File: config.mk
export PLATFORM = sky130hd
export DESIGN_NAME = det_stream_arbiter
export DESIGN_NICKNAME = d
export VERILOG_FILES = /design/src/rtl/det_stream_arbiter.sv
export SDC_FILE = /design/constraint.sdc
export NUM_CORES = 1
export LEC_CHECK = 0
export ABC_AREA = 1
export CAP_MARGIN = 20
export CORE_UTILIZATION = 45
export DETAILED_ROUTE_END_ITERATION = 7
export MAX_ROUTING_LAYER = met4
export PLACE_DENSITY = 0.82
export SLEW_MARGIN = 20
export SYNTH_ARGS = -nofsm -noshare
export SYNTH_HDL_FRONTEND = slang
export SYNTH_SLANG_ARGS = --single-unit
File: constraint.sdc
create_clock -name CLK -period 2.6 [get_ports CLK]
set_input_delay 0.65 -clock CLK [delete_from_list [all_inputs] [get_ports CLK]]
set_output_delay 0.65 -clock CLK [all_outputs]
set_load 0.01 [all_outputs]
File: src/rtl/det_stream_arbiter.sv
// Round-robin arbiter that time-shares one 7-bit character detector among NREQ message sources,
// clearing the detector per message and reporting a sticky per-message flag tagged with the owner.
module det_stream_arbiter #(
  parameter int NREQ  = 4,
  parameter int F_LAT = 1,
  parameter int IDW   = $clog2(NREQ)
) (
  input  logic              CLK,
  input  logic              RST,
  input  logic [NREQ-1:0]   REQ_VLD,
  input  logic [7*NREQ-1:0] REQ_DIN,
  input  logic [NREQ-1:0]   REQ_LAST,
  output logic [NREQ-1:0]   REQ_ACK,
  output logic              DET_RST,
  output logic              DET_RDY,
  output logic [6:0]        DET_DIN,
  input  logic              DET_F,
  output logic              RES_VLD,
  output logic [IDW-1:0]    RES_ID,
  output logic              RES_F,
  output logic              BUSY
);

  typedef enum logic [2:0] {IDLE, CLR, XFER, DRAIN, REPORT} state_t;

  state_t         state;
  logic [IDW-1:0] gnt;
  logic [IDW-1:0] rr_ptr;
  logic [2:0]     cnt;
  logic           sticky;

  logic [IDW-1:0] pick;
  logic           pick_vld;
  logic [IDW:0]   sum;
  logic [IDW-1:0] idx;
  logic           gnt_vld;
  logic           gnt_last;
  logic [6:0]     gnt_din;
  logic           ack;

  // Round-robin search: iterate from the farthest offset down so the nearest hit from rr_ptr wins.
  always_comb begin
    pick     = rr_ptr;
    pick_vld = 1'b0;
    sum      = '0;
    idx      = '0;
    for (int k = NREQ - 1; k >= 0; k--) begin
      sum = {1'b0, rr_ptr} + (IDW+1)'(k);
      if (sum >= (IDW+1)'(NREQ)) sum = sum - (IDW+1)'(NREQ);
      idx = sum[IDW-1:0];
      for (int i = 0; i < NREQ; i++) begin
        if (idx == IDW'(i) && REQ_VLD[i]) begin
          pick     = idx;
          pick_vld = 1'b1;
        end
      end
    end
  end

  // Only the granted lane is looked at, so X on other lanes cannot leak into the datapath.
  always_comb begin
    gnt_vld  = 1'b0;
    gnt_last = 1'b0;
    gnt_din  = '0;
    for (int i = 0; i < NREQ; i++) begin
      if (gnt == IDW'(i)) begin
        gnt_vld  = REQ_VLD[i];
        gnt_last = REQ_LAST[i];
        gnt_din  = REQ_DIN[7*i +: 7];
      end
    end
  end

  assign ack  = (state == XFER) && gnt_vld;
  assign BUSY = (state != IDLE);

  always_comb begin
    REQ_ACK = '0;
    for (int i = 0; i < NREQ; i++) begin
      if (ack && gnt == IDW'(i)) REQ_ACK[i] = 1'b1;
    end
  end

  always_ff @(posedge CLK) begin
    if (RST) begin
      state   <= IDLE;
      gnt     <= '0;
      rr_ptr  <= '0;
      cnt     <= '0;
      sticky  <= 1'b0;
      DET_RST <= 1'b0;
      DET_RDY <= 1'b0;
      DET_DIN <= '0;
      RES_VLD <= 1'b0;
      RES_ID  <= '0;
      RES_F   <= 1'b0;
    end else begin
      DET_RST <= 1'b0;
      DET_RDY <= 1'b0;
      RES_VLD <= 1'b0;
      case (state)
        IDLE: begin
          if (pick_vld) begin
            gnt     <= pick;
            DET_RST <= 1'b1;
            state   <= CLR;
          end
        end
        CLR: begin
          sticky <= 1'b0;
          state  <= XFER;
        end
        XFER: begin
          sticky <= sticky | DET_F;
          if (ack) begin
            DET_RDY <= 1'b1;
            DET_DIN <= gnt_din;
            if (gnt_last) begin
              cnt   <= 3'(F_LAT);
              state <= DRAIN;
            end
          end
        end
        // First DRAIN cycle carries the last strobe; the final one folds DET_F straight into RES_F.
        DRAIN: begin
          sticky <= sticky | DET_F;
          if (cnt == 3'd0) begin
            RES_VLD <= 1'b1;
            RES_ID  <= gnt;
            RES_F   <= sticky | DET_F;
            state   <= REPORT;
          end else begin
            cnt <= cnt - 3'd1;
          end
        end
        REPORT: begin
          rr_ptr <= (gnt == IDW'(NREQ - 1)) ? '0 : gnt + 1'b1;
          state  <= IDLE;
        end
        default: state <= IDLE;
      endcase
    end
  end

endmodule

After elaboration in Yosys (flattened, before gate mapping)
Index checks and enable logic that the tools add are counted.
Operators by class
  mux-type cells: 66
  order comparisons: 4
  equal/unequal tests: 24
  reductions and logical operators: 40
  bitwise logic cells: 4
  $add $sub $neg: 9
Operators by type and width (count)
  2-to-1 mux 2 bit: 21
  2-to-1 mux 1 bit: 31
  2-to-1 mux 7 bit: 4
  logical AND 1 bit: 21
  2-to-1 mux 3 bit: 7
  == test 2 bit (second input constant): 10
  case mux 3 bit (4 select lines): 1
  == test 2 x 1 -> 1 bit (second input constant): 5
  zero test 2 bit: 5
  inequality test 2 bit (second input constant): 5
  greater-or-equal comparator 3 bit (second input constant): 3
  AND reduction 4 bit: 2
  OR reduction 2 bit: 4
  subtractor 2 x 1 -> 2 bit (second input constant): 4
  adder 2 x 2 -> 3 bit (second input constant): 2
  == test 3 x 2 -> 1 bit (second input constant): 2
  zero test 3 bit: 2
  case mux 3 bit (2 select lines): 1
  AND reduction 2 bit: 3
  nonzero test 2 bit: 2
  adder 2 x 1 -> 3 bit (second input constant): 1
  == test 3 x 1 -> 1 bit (second input constant): 1
  == test 3 bit (second input constant): 1
  greater-or-equal comparator 2 x 3 -> 1 bit (second input constant): 1
  6 further kinds: 8
Word-level totals
  flip-flop bits (word level): 24
  input bits: 39
  word-level logic and storage cells: 158
  output and inout port bits: 18

Longest topological paths before layout
Gate-level depths: netlist of run 1.
  depth in word-level cells: 23
  gate-level depth with buffers: 12
  mapped depth without buffers: 12

Worst setup path before layout of run 1
Ideal clock, no wire load.
  path kind: reg-to-output
  start point: reg gnt[0]
  end point: out REQ_ACK[0]
  data required time: 1.950 ns
  path slack: 0.465 ns
  arrival time: 1.485 ns
  stages on the path, launching flop included: 12
  buffers on the path: 2
  cells stage by stage: dfxtp_1 > inv_1 > ha_1 > buf_6 > inv_6 > nand3_2 > nand2_2 > nand2_4 > nor2_8 > inv_2 > buf_6 > nor2_1
On the way
  word-level cells in the longest chain between the ends: 8
  elaborated cells between the ends (all ways): 11
  classes of those cells: 3 x eq/ne; 5 x mux; 3 x reduce/logical
Ends and longest elaborated chain
  start, declared: RTL line 27  | logic [IDW-1:0] gnt;
  start signal, assigned: RTL line 104  | gnt <= pick;
  zero test 2 bit: RTL line 66, 80
  2-to-1 mux 1 bit (4 in series): RTL line 66  | if (gnt == IDW'(i)) begin
  logical AND 1 bit: RTL line 74  | assign ack = (state == XFER) && gnt_vld;
  logical AND 1 bit *: RTL line 80  | if (ack && gnt == IDW'(i)) REQ_ACK[i] = 1'b1;
  2-to-1 mux 1 bit *: RTL line 80
  end, declared: RTL line 13  | output logic [NREQ-1:0] REQ_ACK,
Mark *: on every way between the ends. The rest lies on a longest branch, timed or not.

Worst setup path in the final report of run 1
  start point: in REQ_VLD[1]
  end point: out REQ_ACK[1]
On the way
  word-level cells in the longest chain between the ends: 6
Ends and longest elaborated chain
  start, declared: RTL line 10  | input logic [NREQ-1:0] REQ_VLD,
  2-to-1 mux 1 bit (3 in series): RTL line 66
  logical AND 1 bit: RTL line 74
  logical AND 1 bit: RTL line 80
  2-to-1 mux 1 bit: RTL line 80
Every way passes these cells.

==> results of run 1 <==
==> path summary, 6_finish.rpt <==
| path | start | end |
|---|---|---|
| max reg2reg | gnt[0] | cnt[0] |
| min reg2reg | DET_DIN[5] | DET_DIN[5] |
| min | DET_DIN[5] | DET_DIN[5] |
| max | REQ_VLD[1] | REQ_ACK[1] |
==> layout make-up <==
cell class	instances	area, um2	area share
inverter	27	106.4	0.04485
tap	46	57.56	0.02427
clock buffer	4	55.05	0.02322
multi-input combinational	203	1035	0.4364
sequential	24	480.5	0.2026
timing repair buffer	69	636.9	0.2686
==> per-stage QoR <==
stage	worst slack, ps	std cells	hold WS [ps]	TNS (ps)	total power, mW
after floorplan	465.4	261	474.5	0	1.329
after global placement	-303.3	369	495.7	-1065	1.693
after detailed placement	-328.7	369	498.0	-1177	1.716
after CTS	1.066	373	522.2	0	1.970
after global routing	21.30	373	558.4	0	2.157
final	132.4	373	517.6	0	1.962
==> worst max-delay path: stages <==
cell and delay [ps]:
sky130_fd_sc_hd__clkdlybuf4s50_1 480, sky130_fd_sc_hd__inv_1 50, sky130_fd_sc_hd__nand2_2 50, sky130_fd_sc_hd__nand3_2 70
sky130_fd_sc_hd__nand2_2 80, sky130_fd_sc_hd__nand2_4 70, sky130_fd_sc_hd__nor2_8 90, sky130_fd_sc_hd__inv_2 60
sky130_fd_sc_hd__nor2_2 90, sky130_fd_sc_hd__buf_2 130
==> flip-flops by register name, summed over array words and instances (netlist names) <==
| signal | count |
|---|---|
| sticky | 1 |
| DET_RDY | 1 |
| RES_F | 1 |
| cnt | 3 |
| rr_ptr | 2 |
| RES_VLD | 1 |
| gnt | 2 |
| DET_RST | 1 |
| state | 3 |
| RES_ID | 2 |
| DET_DIN | 7 |
==> power breakdown <==
group	switching, mW	leakage [nW]	internal, mW	total, mW
sequential	0.0593	0.196	0.467	0.526
clock	0.121	0.0288	0.135	0.256
combinational	0.669	0.896	0.510	1.18
==> timing repair <==
action / in CTS / in global routing
endpoints found under the setup margin: 4 / 4
resized for setup: 11 / 6
hold endpoints to repair: 0 / 0
==> cell usage in the layout (no fill, tap or decap) <==
cell,count
sky130_fd_sc_hd__nor2_4,1
sky130_fd_sc_hd__nand2_4,1
sky130_fd_sc_hd__buf_4,13
sky130_fd_sc_hd__inv_2,6
sky130_fd_sc_hd__buf_2,2
sky130_fd_sc_hd__nand2_2,5
sky130_fd_sc_hd__o21ai_1,1
sky130_fd_sc_hd__or2_2,1
sky130_fd_sc_hd__a21oi_2,1
sky130_fd_sc_hd__nor3_1,3
sky130_fd_sc_hd__nor2_1,32
sky130_fd_sc_hd__xnor2_1,1
sky130_fd_sc_hd__clkdlybuf4s50_1,51
sky130_fd_sc_hd__ha_1,10
sky130_fd_sc_hd__o21ai_0,27
sky130_fd_sc_hd__a21boi_0,1
sky130_fd_sc_hd__nor2_2,9
sky130_fd_sc_hd__nand4_1,3
sky130_fd_sc_hd__nand3_2,2
sky130_fd_sc_hd__clkbuf_2,2
sky130_fd_sc_hd__inv_1,20
sky130_fd_sc_hd__dfxtp_1,24
sky130_fd_sc_hd__inv_6,1
sky130_fd_sc_hd__nand2_1,76
sky130_fd_sc_hd__nand3_1,6
sky130_fd_sc_hd__nor2_8,1
sky130_fd_sc_hd__a21oi_1,19
sky130_fd_sc_hd__nand3b_1,1
sky130_fd_sc_hd__clkbuf_8,4
sky130_fd_sc_hd__dlygate4sd2_1,1
sky130_fd_sc_hd__o21bai_1,1
sky130_fd_sc_hd__o21ai_2,1
==> cells by family (layout without fill, tap and decap cells) <==
family	count (synthesis)	after routing	synth area share
buffers and inverters	34	100	0.09992
DFF	24	24	0.2864
adders and majority gates	10	10	0.07457
AOI/OAI and AO/OA	51	51	0.1596
xor gates and xnor gates	1	1	0.005221
and+or+nand+nor	141	141	0.3743
==> per-layer routing <==
| layer | vias up | part of all wire | track usage |
|---|---|---|---|
| met3 | 2 | 0.071 | 0.05072 |
| met5 | - | 0 | - |
| met1 | 802 | 0.48 | 0.2859 |
| met2 | 60 | 0.45 | 0.3831 |
| met4 | 0 | 0.0019 | 0.04360 |
| li1 | 961 | - | - |
==> impl_metrics.tcl, run 1 <==
set metrics [dict create \
    status "finished clean" \
    firstDrtPassIters 4 \
    netlist.top_cell.by_area "sky130_fd_sc_hd__dfxtp_1" \
    total_track_usage 0.2304 \
    fp-row-count 21 \
    r2r_slack_ps 780 \
    share_of_cells_above_drive_strength_1 0.1529 \
    hpwl_um 3362 \
    n_antenna_cell 0 \
    post_synth_inst_count 261 \
    tightest_slew_ps 392.6 \
    top_level_ports 57 \
    slew_headroom 0.7380 \
    grt_max_degree 19 \
    cts_max_path_buffers 2 \
    critical_path_peak_fanout 4 \
    grt_setup_unrepaired "false" \
    fmax_mhz 405.2 \
    h-tree-depth 1 \
    synthDominantCellAreaShare 0.2864 \
    worstPathArrival_ps 1820 \
    place_area_um2 2332 \
    post_synth_most_frequent_cells "sky130_fd_sc_hd__nand2_1, sky130_fd_sc_hd__nor2_1, sky130_fd_sc_hd__o21ai_0" \
    final_util 0.6888 \
    clkSlewWorstSetupHoldPaths_ps 90 \
    post-route-cell-area_um2 2371 \
    detail_route.iter0.violations 88 \
    starting_density_of_the_core 0.4875 \
    power.density_cell_area_nw_per_um2 827.3 \
    ys.flop_type "sky130_fd_sc_hd__dfxtp_1" \
    yosysWarnings 0 \
    timing_max_transition_violations_final 0 \
    hold_violations 0 \
    global_route_wire_length_before_repair_um 7238 \
    yosys_register_bits 24 \
    hp-class "reg -> reg" \
    die_height_um 63.06 \
    max-cap-violations 0 \
    global_route.overflow_total 0 \
    via_count 1825 \
    setup.worst_path.class "in -> out" \
    first_global_vias 1658 \
    synthMostInstantiatedCell "sky130_fd_sc_hd__nand2_1" \
    syn-cell-area_um2 1678 \
    clk-insertion-delay-late_ps 270 \
    setup_violations 0 \
    min_path_cells 2 \
    worst_clock_skew_ps 3.049 \
    post_cts_hold_buffer_count 0 \
    synthesis.area_per_instance_um2 6.429 \
    remaining_drc_errors 0 \
    cts_num_sinks 24 \
    detail_routed_via_count_per_cell 4.893 \
    coreArea_um2 3442 \
    die_x_um 63.06 \
    cts_inserted_buffers 3 \
    tritoncts "done" \
    num-nets-final 377 \
    static-leakage-power_nw 1.121 \
    cts_setup_buffers 0 \
    reg2reg_depth 11 \
    critPathCaptureType "output pin" \
    power.ir.vdd_worst_mv 0.5602 \
    port_buffers 56 \
    worstPathRequired_ps 1950 \
    finalCriticalPeriod_ps 2468 \
    postSynth.asyncResetShare 0 \
    synth_enable_flop_cells 0 \
    drt.antenna.violating_nets 0 \
    fp.dieArea_um2 3977 \
    routed_wire_length_per_instance_um 11.30 \
    syn-num-nets 310 \
    synthDistinctLibCells 30 \
    synth.yosys.seq_area_share 0.2864 \
    initial_antenna_violation_count 0 \
    clock_tree_root_buffer_cell "sky130_fd_sc_hd__clkbuf_8" \
    min_period_over_period 0.9491 \
    synth_area_leaders "sky130_fd_sc_hd__dfxtp_1, sky130_fd_sc_hd__nand2_1, sky130_fd_sc_hd__o21ai_0" \
    startpoint_type "primary input" \
    finalWeightedCongestion 0.7931 \
    wirelength_um 4216 \
    flow.area_growth_from_synthesis_pct 41.31 \
    filler_cell_count 301 \
]
Power figures use the tool's default switching activity.
==> run 2, diff against run 1 <==
SLEW_MARGIN = 15   (was 20)
==> results of run 2 <==
Final layout, timing and power as in run 1 (identical DEF).
